===== config.mk =====
export PLATFORM = sky130hd
export DESIGN_NAME = hazard_ctrl_unit
export DESIGN_NICKNAME = d
export VERILOG_FILES = /design/src/rtl/hazard_pkg.sv /design/src/rtl/hazard_scoreboard.sv /design/src/rtl/hazard_ctrl_unit.sv
export SDC_FILE = /design/constraint.sdc
export NUM_CORES = 1
export LEC_CHECK = 0
export CAP_MARGIN = 25
export CORE_MARGIN = 10
export CORE_UTILIZATION = 35
export CTS_BUF_LIST = sky130_fd_sc_hd__clkbuf_8
export CTS_CLUSTER_SIZE = 25
export DETAILED_ROUTE_END_ITERATION = 8
export PLACE_DENSITY = 0.73
export SLEW_MARGIN = 10
export SYNTH_ARGS = -nofsm -noshare
export SYNTH_HDL_FRONTEND = slang
export SYNTH_SLANG_ARGS = --single-unit

===== constraint.sdc =====
create_clock -name clk -period 2.67 [get_ports clk]
set_input_delay 0.534 -clock clk [delete_from_list [all_inputs] [get_ports clk]]
set_output_delay 0.534 -clock clk [all_outputs]
set_load 0.02 [all_outputs]

===== src/rtl/hazard_pkg.sv =====
// Shared constants for the pipeline hazard controller: forward-select codes,
// default register address width and performance counter width.
package hazard_pkg;

    localparam logic [1:0] FWD_RF  = 2'b00;
    localparam logic [1:0] FWD_WB  = 2'b01;
    localparam logic [1:0] FWD_MEM = 2'b10;

    localparam int REG_AW_DEF = 5;
    localparam int PERF_W     = 32;

endpackage


===== src/rtl/hazard_scoreboard.sv =====
// Pending-write scoreboard and busy flag for the single long-latency mul/div unit.
// Lookups treat a bit being cleared this cycle as already free, so Decode can issue with the W bypass.
module hazard_scoreboard
    import hazard_pkg::*;
#(
    parameter int REG_AW = REG_AW_DEF
) (
    input  logic              clk,
    input  logic              rst,
    input  logic              start,
    input  logic [REG_AW-1:0] start_rd,
    input  logic              done,
    input  logic [REG_AW-1:0] done_rd,
    input  logic [REG_AW-1:0] rs1,
    input  logic [REG_AW-1:0] rs2,
    input  logic [REG_AW-1:0] rd,
    output logic              rs1_pend,
    output logic              rs2_pend,
    output logic              rd_pend,
    output logic              busy
);

    localparam int NREG = 1 << REG_AW;

    logic [NREG-1:0] sb;
    logic [NREG-1:0] set_vec;
    logic [NREG-1:0] clr_vec;
    logic [NREG-1:0] sb_next;

    always_comb begin
        set_vec = '0;
        clr_vec = '0;
        if (start && start_rd != '0) set_vec = NREG'(1) << start_rd;
        if (done)                    clr_vec = NREG'(1) << done_rd;
        // set is applied after clear so a same-cycle set/clear of one bit leaves it set
        sb_next    = (sb & ~clr_vec) | set_vec;
        sb_next[0] = 1'b0;
    end

    always_ff @(posedge clk or posedge rst) begin
        if (rst) begin
            sb   <= '0;
            busy <= 1'b0;
        end else begin
            sb <= sb_next;
            if (start)     busy <= 1'b1;
            else if (done) busy <= 1'b0;
        end
    end

    assign rs1_pend = sb[rs1] & ~(done && done_rd == rs1);
    assign rs2_pend = sb[rs2] & ~(done && done_rd == rs2);
    assign rd_pend  = sb[rd]  & ~(done && done_rd == rd);

endmodule


===== src/rtl/hazard_ctrl_unit.sv =====
// Hazard controller for the 5-stage core: forwarding, multi-cycle load-use stall,
// mul/div scoreboard stall and branch flush. HAZARD_PERF_CNT_EN adds stall/flush counters.
module hazard_ctrl_unit
    import hazard_pkg::*;
#(
    parameter int REG_AW   = REG_AW_DEF,
    parameter int LU_STALL = 1
) (
    input  logic              clk,
    input  logic              rst,
    input  logic              RegWriteM,
    input  logic              RegWriteW,
    input  logic [REG_AW-1:0] RD_E,
    input  logic [REG_AW-1:0] RD_M,
    input  logic [REG_AW-1:0] RD_W,
    input  logic [REG_AW-1:0] Rs1_D,
    input  logic [REG_AW-1:0] Rs2_D,
    input  logic [REG_AW-1:0] Rs1_E,
    input  logic [REG_AW-1:0] Rs2_E,
    input  logic [REG_AW-1:0] RD_D,
    input  logic              RegWriteD,
    input  logic              ResultSrcE0,
    input  logic              PCSrcE,
    input  logic              MdOpD,
    input  logic              MdStartE,
    input  logic              MdDoneW,
    input  logic [REG_AW-1:0] MdRdW,
    output logic [1:0]        ForwardAE,
    output logic [1:0]        ForwardBE,
    output logic              ForwardAD,
    output logic              ForwardBD,
    output logic              StallF,
    output logic              StallD,
    output logic              FlushD,
    output logic              FlushE,
`ifdef HAZARD_PERF_CNT_EN
    output logic [PERF_W-1:0] PerfStallCnt,
    output logic [PERF_W-1:0] PerfFlushCnt,
`endif
    output logic              MdBusy
);

    logic [1:0] lu_cnt;
    logic       lu;
    logic       lus;
    logic       sbs;
    logic       hazard;
    logic       rs1_pend;
    logic       rs2_pend;
    logic       rd_pend;
    logic       md_busy;

    function automatic logic [1:0] fwd_sel(input logic [REG_AW-1:0] rs,
                                           input logic wm, input logic [REG_AW-1:0] rdm,
                                           input logic ww, input logic [REG_AW-1:0] rdw);
        if (rs == '0)                fwd_sel = FWD_RF;
        else if (wm && rdm == rs)    fwd_sel = FWD_MEM;
        else if (ww && rdw == rs)    fwd_sel = FWD_WB;
        else                         fwd_sel = FWD_RF;
    endfunction

    hazard_scoreboard #(.REG_AW(REG_AW)) u_sb (
        .clk      (clk),
        .rst      (rst),
        .start    (MdStartE),
        .start_rd (RD_E),
        .done     (MdDoneW),
        .done_rd  (MdRdW),
        .rs1      (Rs1_D),
        .rs2      (Rs2_D),
        .rd       (RD_D),
        .rs1_pend (rs1_pend),
        .rs2_pend (rs2_pend),
        .rd_pend  (rd_pend),
        .busy     (md_busy)
    );

    assign lu     = ResultSrcE0 && RD_E != '0 && (RD_E == Rs1_D || RD_E == Rs2_D);
    assign lus    = lu || lu_cnt != 2'd0;
    assign sbs    = rs1_pend || rs2_pend || (RegWriteD && rd_pend) || (MdOpD && md_busy);
    assign hazard = lus || sbs;

    // lu_cnt covers the stall cycles after the first, when the load has left Execute
    always_ff @(posedge clk or posedge rst) begin
        if (rst)                         lu_cnt <= 2'd0;
        else if (PCSrcE)                 lu_cnt <= 2'd0;
        else if (lu && lu_cnt == 2'd0)   lu_cnt <= 2'(LU_STALL - 1);
        else if (lu_cnt != 2'd0)         lu_cnt <= lu_cnt - 2'd1;
    end

    always_comb begin
        ForwardAE = 2'b00;
        ForwardBE = 2'b00;
        ForwardAD = 1'b0;
        ForwardBD = 1'b0;
        StallF    = 1'b0;
        StallD    = 1'b0;
        FlushD    = 1'b0;
        FlushE    = 1'b0;
        MdBusy    = 1'b0;
        if (!rst) begin
            ForwardAE = fwd_sel(Rs1_E, RegWriteM, RD_M, RegWriteW, RD_W);
            ForwardBE = fwd_sel(Rs2_E, RegWriteM, RD_M, RegWriteW, RD_W);
            // a mul/div result retiring in W is bypassed to Decode like any W write
            ForwardAD = Rs1_D != '0 && ((RegWriteW && RD_W == Rs1_D) || (MdDoneW && MdRdW == Rs1_D));
            ForwardBD = Rs2_D != '0 && ((RegWriteW && RD_W == Rs2_D) || (MdDoneW && MdRdW == Rs2_D));
            StallF    = hazard && !PCSrcE;
            StallD    = hazard && !PCSrcE;
            FlushD    = PCSrcE;
            FlushE    = hazard || PCSrcE;
            MdBusy    = md_busy;
        end
    end

`ifdef HAZARD_PERF_CNT_EN
    always_ff @(posedge clk or posedge rst) begin
        if (rst) begin
            PerfStallCnt <= '0;
            PerfFlushCnt <= '0;
        end else begin
            if (StallD && PerfStallCnt != '1) PerfStallCnt <= PerfStallCnt + 1'b1;
            if (FlushD && PerfFlushCnt != '1) PerfFlushCnt <= PerfFlushCnt + 1'b1;
        end
    end
`endif

endmodule

Word-level counts from Yosys, hierarchy flattened
Cells that the tools add are included.
{"block": "word_totals", "reg_bits": 34, "latch_bits": 0, "ram_bits": 0, "rom_bits": 0, "in_bits": 55, "word_cells": 93, "mem_count": 0}
{"block": "classes", "addsub": 1, "mul": 0, "div_mod_pow": 0, "magnitude_cmp": 3, "eq_ne": 11, "shift": 2, "n_mux": 27, "bitwise_logic": 9, "reduce_logical": 37}
{"cell": "$mux 32", "count": 2}
{"cell": "$shl 1x5->32 const A", "count": 2}
{"cell": "$eq 5x5->1", "count": 11}
{"cell": "$and 32x32->32", "count": 1}
{"cell": "$not 32->32", "count": 1}
{"cell": "$or 32x32->32", "count": 1}
{"cell": "$logic_and 1x1->1", "count": 18}
{"cell": "$lt 5x6->1 const B", "count": 3}
{"cell": "$mux 2", "count": 9}
{"cell": "$bmux 1 s5", "count": 3}
{"cell": "$reduce_bool 5->1", "count": 3}
{"cell": "$mux 1", "count": 13}
{"cell": "$logic_not 5->1", "count": 2}
{"cell": "$logic_or 1x1->1", "count": 9}
{"cell": "$reduce_bool 2->1", "count": 2}
{"cell": "$and 1x1->1", "count": 3}
{"cell": "$not 1->1", "count": 3}
{"cell": "$reduce_bool 3->1", "count": 1}
{"cell": "$logic_not 2->1", "count": 1}
{"cell": "$sub 2x1->2 const B", "count": 1}
{"cell": "$logic_not 1->1", "count": 1}

Depth between registers and ports, before layout
{"block": "depth", "depth_word": 10, "ltp_mapped": 9, "mapped_depth_nobuf": 6}

Hierarchy
A second synthesis with hierarchy kept.
{"block": "hier_totals", "hier_cells": 342, "area_unflattened_um2": 3240.6}
{"module": "hazard_scoreboard", "n_inst": 1, "cells_each": 236, "area_each_um2": 2419.8, "seq_area_each_um2": 800.8}
{"module": "hazard_ctrl_unit", "n_inst": 1, "cells_each": 106, "area_each_um2": 820.8, "seq_area_each_um2": 50.0}

Worst setup path before layout
OpenSTA, ideal clock, no wires.
{"block": "synth_timing", "kind": "input to output", "from": "input RD_D[0]", "to": "output StallF", "arrival_time_ps": 2628, "setup_slack_ps": -492, "path_stages": 7, "n_path_buf": 2, "path_cell_list": "buf_2 -> mux4_2 -> or2_0 -> a2111oi_2 -> nor4_1 -> nor3_1 -> buf_4"}
{"block": "synth_via", "elab_chain_len": 10, "word_cells_on_any_way": 12}
{"item": "start: declaration", "line_no": "hazard_ctrl_unit.sv:20", "rtl": "input logic [REG_AW-1:0] RD_D,"}
{"item": "branches (longest 3 deep; another with $bmux 1 s5)"}
{"item": "$and 1x1->1 (*)", "line_no": "hazard_scoreboard.sv:53", "rtl": "assign rd_pend = sb[rd] & ~(done && done_rd == rd);"}
{"item": "$logic_and 1x1->1 (*)", "line_no": "hazard_ctrl_unit.sv:80", "rtl": "assign sbs = rs1_pend || rs2_pend || (RegWriteD && rd_pend) || (MdOpD && md_busy);"}
{"item": "$logic_or 1x1->1 (*) (2 in a row)", "line_no": "hazard_ctrl_unit.sv:80"}
{"item": "$logic_or 1x1->1 (*)", "line_no": "hazard_ctrl_unit.sv:81", "rtl": "assign hazard = lus || sbs;"}
{"item": "$logic_and 1x1->1 (*)"}
{"item": "$mux 1 (*)"}
{"item": "end: declaration", "line_no": "hazard_ctrl_unit.sv:32", "rtl": "output logic StallF,"}
Mark *: on every way between the ends. The select of a mux whose other input is x is not followed.

Worst setup path in the final report
{"block": "layout_timing", "from": "register u_sb.sb[22]", "to": "output FlushE"}
{"block": "layout_via", "elab_chain_len": 9, "word_cells_on_any_way": 16}
{"item": "start: declaration", "line_no": "hazard_scoreboard.sv:25", "rtl": "logic [NREG-1:0] sb;"}
{"item": "start signal: assignment", "line_no": "hazard_scoreboard.sv:45", "rtl": "sb <= sb_next;"}
{"item": "$bmux 1 s5, on equally long branches", "line_no": "hazard_scoreboard.sv:51, hazard_scoreboard.sv:52, hazard_scoreboard.sv:53"}
{"item": "$mux 1, on equally long branches", "line_no": "hazard_scoreboard.sv:51, hazard_scoreboard.sv:52, hazard_scoreboard.sv:53"}
{"item": "$and 1x1->1, on equally long branches", "line_no": "hazard_scoreboard.sv:51, hazard_scoreboard.sv:52, hazard_scoreboard.sv:53"}
{"item": "$logic_or 1x1->1 / $logic_and 1x1->1 (equally long branches)", "line_no": "hazard_ctrl_unit.sv:80"}
{"item": "$logic_or 1x1->1 (*) (2 in a row)", "line_no": "hazard_ctrl_unit.sv:80"}
{"item": "$logic_or 1x1->1 (*)", "line_no": "hazard_ctrl_unit.sv:81"}
{"item": "$logic_or 1x1->1 (*)", "line_no": "hazard_ctrl_unit.sv:110", "rtl": "FlushE = hazard || PCSrcE;"}
{"item": "$mux 1 (*)", "line_no": "hazard_ctrl_unit.sv:101", "rtl": "if (!rst) begin"}
{"item": "end: declaration", "line_no": "hazard_ctrl_unit.sv:35", "rtl": "output logic FlushE,"}
Every way passes the cells marked *; elsewhere a longest branch is shown, timed or not. The select of a mux whose other input is x is not followed.

==> reports/metrics.cfg <==
[critical_path]
crit_path_end_kind=primary output
cp_slowest_cell=mux4_2
cp_num_buf_inv=2
path_cells=mux4_2 > nor4b_4 > a311oi_2 > and4b_1 > nor4_2 > buf_4 > a21oi_2 > buf_6
critPathTopFamily=simple AND/OR/NAND/NOR gates
crit_required_ps=2140
crit_type=flip-flop to primary output
startpoint_type=flip-flop
arrival_ps=2410
crit_fanout=2
slowest_delay_ps=520

[timing]
final-max-slew-violation-count=0
setup-tns-final_ps=-814
rsz0062_at_grt=yes
period_share_pct=110
min_period_ps=2950
worst_slew_pin_slew_ps=436
skew_ps=0.00186
slew_headroom_pct=70.9
hold_viol=0
max_freq_ghz=0.339
setup_ws_ps=-276
setup_viol=3

[routing]
drtIter0Drc=312
wl_per_cell_um=19.9
first_pass_iters=5
routed_wl_um=12200
ant_nets=0
drc=0
num_vias=3434
viasPerCell=5.63

[placement]
placedCellCount=589
port-buffer-count=65
hpwl_um=9250
gp_congestion=0.979

[global_routing]
grt_pass1_vias=3533
grt_pass1_wl_um=18500
globalRouteTotalUtil_pct=17.6
grt_start_max_net_pins=35
antenna_found_initial=0
grt_overflow=0

[floorplanning]
core_area_um2=8680
io_pins=66
initial_core_util_pct=35.9
fp.dieH_um=114
die_w_um=114
design.die.area_um2=13100
fp-row-count=34

[logic_synthesis]
synth-edff-count=0
ys_ff_latch=34
syn-num-nets=400
synth_ff_type=dfrtp_1
netlist_area_um2=3120
yosys_warnings=0
syn_area_per_cell_um2=9.03
yosysSeqAreaShare_pct=27.3
synthDistinctLibCells=47
netlist_instances=345
async_reset_ff_share_pct=100

[clock_tree]
clockBufferDepth=2
cts_hold_buf=0
cts_tree=built
cts.sinks=34
cts-root-buf=clkbuf_8
clk_pin_slew_ps=70
insertion_delay_ps=280
htreeDepth=2
cts_made_buffers=5

[finish]
antenna_cells=0
fin_nets=556
drive_gt1_share_pct=40.8
utilization_pct=58.0
synthToLayoutAreaGrowth_pct=61.6
finalNonFillerCells=610

[status]
run_status=complete, but fails checks
violations=setup timing

[power_and_ir_drop]
vdd_ir_drop_max_v=0.000217
leakagePower_uw=0.00217
cellPowerDensity_nw_per_um2=427

[flow_run]
cap_violations=0

[worst_hold_path]
hold_path.class=flip-flop to flip-flop

==> final timing paths <==
check                                  from     endpoint  depth (start not counted)  slack, ps
worst min-delay path              lu_cnt[0]    lu_cnt[0]                          1        470
min in group asynchronous               rst  u_sb.sb[16]                          4        960
worst min register to register    lu_cnt[0]    lu_cnt[0]                          1        470
max in group asynchronous               rst  u_sb.sb[19]                          4       1400
worst max register to register   u_sb.sb[1]   u_sb.sb[1]                          4       1670
worst max-delay path            u_sb.sb[22]       FlushE                          8       -280
==> kinds of logic after synthesis <==
kind of cell	share of synthesized area [%]
AO/OA/AOI/OAI	15.4
XOR/XNOR	15.5
buffers and inverters	4.78
flip-flops	27.3
multiplexers	18.1
AND/OR/NAND/NOR	19.0
==> registers in the layout, summed over array words and instances, names as in the netlist <==
register / cells
u_sb.busy: 1
u_sb.sb: 31
lu_cnt: 2
==> final cells by class <==
class                           instances  area, um^2
Fill cell                             723        3640
Multi-Input combinational cell        278        2400
Inverter                                6        22.5
Tap cell                              108         135
Sequential cell                        34         851
Timing Repair Buffer                  176        1530
Clock buffer                            6        82.6
Clock inverter                          2        12.5
==> cells in the mapped netlist (all sizes together) (4+ instances only) <==
master,count,area share (%)
dfrtp,34,27
or2,9,1.8
nor4,8,1.6
buf,12,2.2
nor3,8,1.3
mux4,15,11
mux2,5,1.8
nor2b,4,0.80
nand3b,9,2.2
nor2,10,1.2
nand4,4,0.80
nand3,10,1.6
nand2,15,1.8
inv,6,0.72
mux2i,17,5.5
nand2b,6,1.2
xnor2,23,6.5
clkbuf,15,1.8
o21ai,63,10
and3,4,0.80
xor2,32,9.0
==> routing by layer <==
metal	track usage [%]	vias up	routed length, um
li1	-	1584	-
met1	21.3	1671	4820
met4	5.76	0	326
met3	4.40	31	1000
met2	29.8	148	6020
met5	0	-	0
==> what timing repair did <==
item / in CTS / in global routing
pin swaps: 18 / 23
endpoints found under the setup margin: 9 / 9
resized for setup: 119 / 73
buffers inserted: 16 / 6
==> where the power goes <==
group / internal (uW) / total (uW) / leakage, uW / switching, uW
combinational: 561 / 1000 / 0.00171 / 439
sequential: 626 / 752 / 0.000419 / 126
clock: 207 / 397 / 0.0000472 / 190
total: 1390 / 2150 / 0.00217 / 755
==> through the flow <==
| stage | hold slack [ps] | setup slack, ps | power [uW] | area [um^2] |
|---|---|---|---|---|
| 2_1_floorplan | 422 | -229 | 1170 | 3150 |
| 3_3_place_gp | 435 | -1150 | 1610 | 4530 |
| 5_1_grt | 495 | -344 | 2260 | 5030 |
| 6_report | 471 | -276 | 2150 | 5030 |
| 4_1_cts | 465 | -304 | 2090 | 4880 |
| 3_5_place_dp | 456 | -1180 | 1630 | 4530 |
==> cell usage in the layout, fill, tap and decap left out, types with 5 or more instances in the layout <==
master and instances:
nand2_1 14, nand3b_1 9, mux2i_1 17, clkdlybuf4s50_1 30, clkbuf_8 6, o21ai_0 58, buf_6 20, nand3_1 10
clkbuf_2 8, xnor2_1 20, or2_2 8, xor2_1 26, inv_1 5, buf_4 94, xor2_2 6, nor2_1 9
buf_2 6, dlymetal6s2s_1 8, nand2b_1 5, dfrtp_1 34, nor4_1 5, mux4_2 15
(Power assumes the default switching activity.)
